File: src/rtl/serial_link_channel_compactor.sv
// Serial link TX channel compactor: re-packs full-width beats onto the enabled
// physical channels, serialising a beat over several cycles when channels are missing.
package serial_link_pkg;
  localparam int NumChannels = 4;
  typedef logic [15:0] phy_data_t;
endpackage

module serial_link_channel_compactor #(
  parameter type phy_data_t  = serial_link_pkg::phy_data_t,
  parameter int  NumChannels = serial_link_pkg::NumChannels
) (
  input  logic                        clk_i,
  input  logic                        rst_ni,
  input  logic      [NumChannels-1:0] cfg_ch_en_i,
  input  logic                        cfg_bypass_i,
  input  logic                        cfg_flush_i,
  input  phy_data_t [NumChannels-1:0] data_in_i,
  input  logic      [NumChannels-1:0] data_in_valid_i,
  output logic                        data_in_ready_o,
  output phy_data_t [NumChannels-1:0] data_out_o,
  output logic      [NumChannels-1:0] data_out_valid_o,
  input  logic                        data_out_ready_i
);

  localparam int IW = $clog2(NumChannels) + 1;
  localparam int LW = $clog2(NumChannels);
  localparam logic [IW-1:0] NW  = IW'(NumChannels);

  typedef enum logic {IDLE, SEND} state_e;

  state_e                        r_state;
  logic      [IW-1:0]            r_idx;
  logic      [NumChannels-1:0]   r_mask;
  phy_data_t [NumChannels-1:0]   r_hold;

  logic      [IW-1:0]            w_k;
  logic      [IW-1:0]            w_k_live;
  logic      [IW-1:0]            w_slot;
  logic      [IW-1:0]            w_word;
  logic                          w_last;
  logic                          w_accept;
  phy_data_t [NumChannels-1:0]   w_data;
  logic      [NumChannels-1:0]   w_valid;

  function automatic logic [IW-1:0] popcnt(input logic [NumChannels-1:0] m);
    logic [IW-1:0] c;
    c = '0;
    for (int i = 0; i < NumChannels; i++) c = c + IW'(m[i]);
    return c;
  endfunction

  assign w_k      = popcnt(r_mask);
  assign w_k_live = popcnt(cfg_ch_en_i);
  assign w_last   = ((r_idx + w_k) >= NW);
  assign w_accept = data_in_ready_o && (&data_in_valid_i);

  // Enabled channels take consecutive words starting at idx, lowest channel first.
  always_comb begin
    w_data  = '0;
    w_valid = '0;
    w_slot  = '0;
    w_word  = '0;
    if (r_state == SEND) begin
      w_valid = r_mask;
      for (int ch = 0; ch < NumChannels; ch++) begin
        if (r_mask[ch]) begin
          w_word = r_idx + w_slot;
          if (w_word < NW) w_data[ch] = r_hold[w_word[LW-1:0]];
          w_slot = w_slot + IW'(1);
        end
      end
    end
  end

  always_comb begin
    data_in_ready_o  = 1'b0;
    data_out_o       = w_data;
    data_out_valid_o = w_valid;
    if (cfg_bypass_i) begin
      data_out_o       = data_in_i;
      data_out_valid_o = data_in_valid_i;
      data_in_ready_o  = data_out_ready_i;
    end else if (!cfg_flush_i) begin
      if (r_state == IDLE) data_in_ready_o = (w_k_live != '0);
      else                 data_in_ready_o = w_last && data_out_ready_i && (w_k_live != '0);
    end
  end

  // Bypass and flush both abandon any held beat; a new beat can be taken on the last send cycle.
  always_ff @(posedge clk_i or negedge rst_ni) begin
    if (!rst_ni) begin
      r_state <= IDLE;
      r_idx   <= '0;
      r_mask  <= '0;
      r_hold  <= '0;
    end else if (cfg_bypass_i || cfg_flush_i) begin
      r_state <= IDLE;
      r_idx   <= '0;
      r_mask  <= '0;
      r_hold  <= '0;
    end else begin
      case (r_state)
        IDLE: begin
          if (w_accept) begin
            r_state <= SEND;
            r_idx   <= '0;
            r_mask  <= cfg_ch_en_i;
            r_hold  <= data_in_i;
          end
        end
        SEND: begin
          if (data_out_ready_i) begin
            if (w_last) begin
              r_idx <= '0;
              if (w_accept) begin
                r_mask <= cfg_ch_en_i;
                r_hold <= data_in_i;
              end else begin
                r_state <= IDLE;
              end
            end else begin
              r_idx <= r_idx + w_k;
            end
          end
        end
        default: r_state <= IDLE;
      endcase
    end
  end

endmodule
File: config.mk
export PLATFORM = sky130hd
export DESIGN_NAME = serial_link_channel_compactor
export DESIGN_NICKNAME = d
export VERILOG_FILES = /design/src/rtl/serial_link_channel_compactor.sv
export SDC_FILE = /design/constraint.sdc
export NUM_CORES = 1
export LEC_CHECK = 0
export ABC_AREA = 1
export CAP_MARGIN = 25
export CORE_MARGIN = 4
export CORE_UTILIZATION = 35
export CTS_CLUSTER_SIZE = 20
export DETAILED_ROUTE_END_ITERATION = 7
export GPL_TIMING_DRIVEN = 0
export PLACE_DENSITY = 0.7
export SYNTH_ARGS = -nofsm -noshare
export SYNTH_HDL_FRONTEND = slang
export SYNTH_SLANG_ARGS = --single-unit
File: constraint.sdc
create_clock -name clk_i -period 7.5 [get_ports clk_i]
set_input_delay 1.5 -clock clk_i [delete_from_list [all_inputs] [get_ports clk_i]]
set_output_delay 1.5 -clock clk_i [all_outputs]
set_load 0.005 [all_outputs]
==> metrics.yaml <==
antenna_found_initial: 1
die_h_um: 142.9
vdd_ir_drop_max_uv: 102.9
cts_root_buffer: "clkbuf_16"
dp_slack_ps: 2004
worst_setup_path_start_kind: "flip-flop"
clk_path_buf_depth: 2
finalInstanceArea_um2: 8428
critPathMaxFanout: 10
holdWs_ps: 576.4
synth-edff-count: 0
endpoint_kind: "output port"
port_buffers: 145
dieWidth_um: 142.9
grt_pass1_vias: 6482
cp_data_required_time_ps: 6000
period_share_pct: 77.32
drive_above_1_share_pct: 18.35
worst_slack_ps: 1701
ys_warn_count: 0
via_per_inst: 5.716
grt_setup_unrepaired: "no"
drv_slew: 0
yosysTopAreaCell: "dfrtp_1"
relSlewSlack_pct: 54.98
drcViolationCount: 0
ys_top_cells_by_area: "dfrtp_1 28%, o21ai_0 11%, nand3_2 11%"
status: "complete, no violations"
dieArea_um2: 20420
grt_max_degree: 47
cts_setup_buffers: 0
finalSetupViolCount: 0
synth_async_sr_flop_share_pct: 100.0
htreeDepth: 3
total_leakage_power_uw: 0.003288
io_pins: 146
numCtsBuffers: 9
most-common-layout-cells: "144 x clkdlybuf4s50_1, 139 x o21ai_0, 98 x a21oi_1"
first_iter_violations: 1184
synth_top_flop_cell: "dfrtp_1"
synth_cells: 808
fin_tns_setup_ps: 0
finalHoldViolCount: 0
routed_wl_mm: 25.64
postPlaceCellArea_um2: 8132
synth_area_um2: 6369
ys_seq_elements: 72
first_pass_iters: 6
synth_top_area_share_pct: 28.29
tightest_slew_ps: 675.2
synth.distinct_cells: 32
fillers: 1815
postSynthAreaPerCell_um2: 7.882
diodes: 0
routabilityCongestion: 0.9584
start_util_pct: 35.57
ctsResizeCount: 0
clock.fmax_mhz: 172.4
gr-usage-all-layers_pct: 24.96
maxCapViolCount: 0
clkSinkCount: 72
cp.arrival_ps: 4300
ant_nets: 0
hp-class: "reg -> reg"
worstSetupPathType: "reg -> out"
grt-ovfl-total: 0
cts_hold_buf: 0
wl_per_cell_um: 21.38
area_growth_pct: 32.34
final_nets: 1056
place_hpwl_mm: 20.06
layout_commonest_cell: "clkdlybuf4s50_1"
clock_latency_ps: 350
grt_pass1_wl_mm: 38.83
period_needed_ps: 5799
cts_tree: "yes"
layoutNonFillerInstCount: 1199
yosysSeqAreaShare_pct: 28.29
finClkSkew_ps: 5.258
fp-row-count: 49
core_um2: 17900
powerDensity_nw_per_um2: 144.7
place_inst: 1183
vias: 6854
cts.clk_slew.worst_paths_ps: 60
synth_nets: 899
==> worst max-delay path, cell delays in order, from the launching register on <==
cell and delay [ps]:
dfrtp_1 500, inv_1 140, ha_1 360, xor2_1 160
ha_1 160, inv_1 50, fa_1 580, inv_1 270
clkbuf_1 460, a21oi_1 70, o21ai_0 200, o21ai_0 280
o21ai_1 190, clkdlybuf4s50_1 520
==> state kept, by name (all words and copies together) (netlist names) <==
signal / cells
r_hold: 64
r_idx: 3
r_mask: 4
r_state: 1
==> stage by stage <==
step | utilization (%) | power [uW]
floorplan | - | 596.9
global route | 47.08 | 1263
global placement | 45.28 | 766.4
CTS | 47.08 | 1213
detailed placement | 45.42 | 771.4
finish | 47.08 | 1219
==> cells by family (layout without fill, tap and decap cells) <==
group                      count (synthesis)  after routing  synth area share [%]
AOI/OAI and AO/OA                        366            366                 35.68
xor gates and xnor gates                   3              3                0.4126
adders and majority gates                 14             14                 3.458
buffers and inverters                    152            314                 11.89
DFF                                       72             72                 28.29
and+or+nand+nor                          201            201                 20.28
==> cell type report <==
| cell class | count | area (um^2) | share of cell area, % |
|---|---|---|---|
| Multi-Input combinational cell | 584 | 3810 | 45.20 |
| Sequential cell | 72 | 1802 | 21.38 |
| Timing Repair Buffer | 146 | 1476 | 17.52 |
| Buffer | 72 | 456.7 | 5.419 |
| Inverter | 80 | 300.3 | 3.563 |
| Tap cell | 229 | 286.5 | 3.400 |
| Clock buffer | 9 | 225.2 | 2.672 |
| Clock inverter | 7 | 71.32 | 0.8462 |
==> routing by layer <==
layer	vias to the layer above	wire length [um]	share of wire, %	global-route usage (%)
met2	393	11530	45	37.88
met5	-	13	0.051	0
met4	2	613	2.4	7.454
li1	3182	-	-	-
met1	3226	10990	43	36.42
met3	51	2493	9.7	4.186
==> worst paths after layout <==
path,startpoint,end,slack (ps),depth (start not counted)
setup reg to reg,r_idx[0]$_DFFE_PN0P_,r_mask[1]$_DFFE_PN0P_,4540,15
hold reg to reg,r_hold[36]$_DFFE_PN0P_,r_hold[36]$_DFFE_PN0P_,580,2
min in group asynchronous,rst_ni,r_hold[49]$_DFFE_PN0P_,1080,1
hold / removal,r_hold[36]$_DFFE_PN0P_,r_hold[36]$_DFFE_PN0P_,580,2
max in group asynchronous,rst_ni,r_hold[8]$_DFFE_PN0P_,5840,2
setup / recovery,r_mask[0]$_DFFE_PN0P_,data_out_o[55],1700,13
==> synth_stat cells, types with 2 or more instances <==
cell type and count:
o21ai_0 139, a21oi_1 98, nand2_1 78, inv_1 77, dfrtp_1 72, nand3_2 68
o21ai_2 52, clkbuf_1 44, a32o_1 32, nand3_1 23, nor2_1 22, a211oi_1 16
o31ai_1 16, buf_2 15, o21ai_1 11, buf_12 8, ha_1 8, fa_1 6
buf_8 3, inv_2 3, xor2_1 3, nand2_2 2, nand2_8 2, nor2_2 2
==> power by group <==
| part | total [uW] | switching, uW | internal, uW |
|---|---|---|---|
| registers | 427 | 19.5 | 407 |
| clock network | 447 | 190 | 258 |
| logic | 345 | 204 | 141 |
| total | 1220 | 413 | 806 |
No activity file was read; power rests on OpenSTA's default activity.
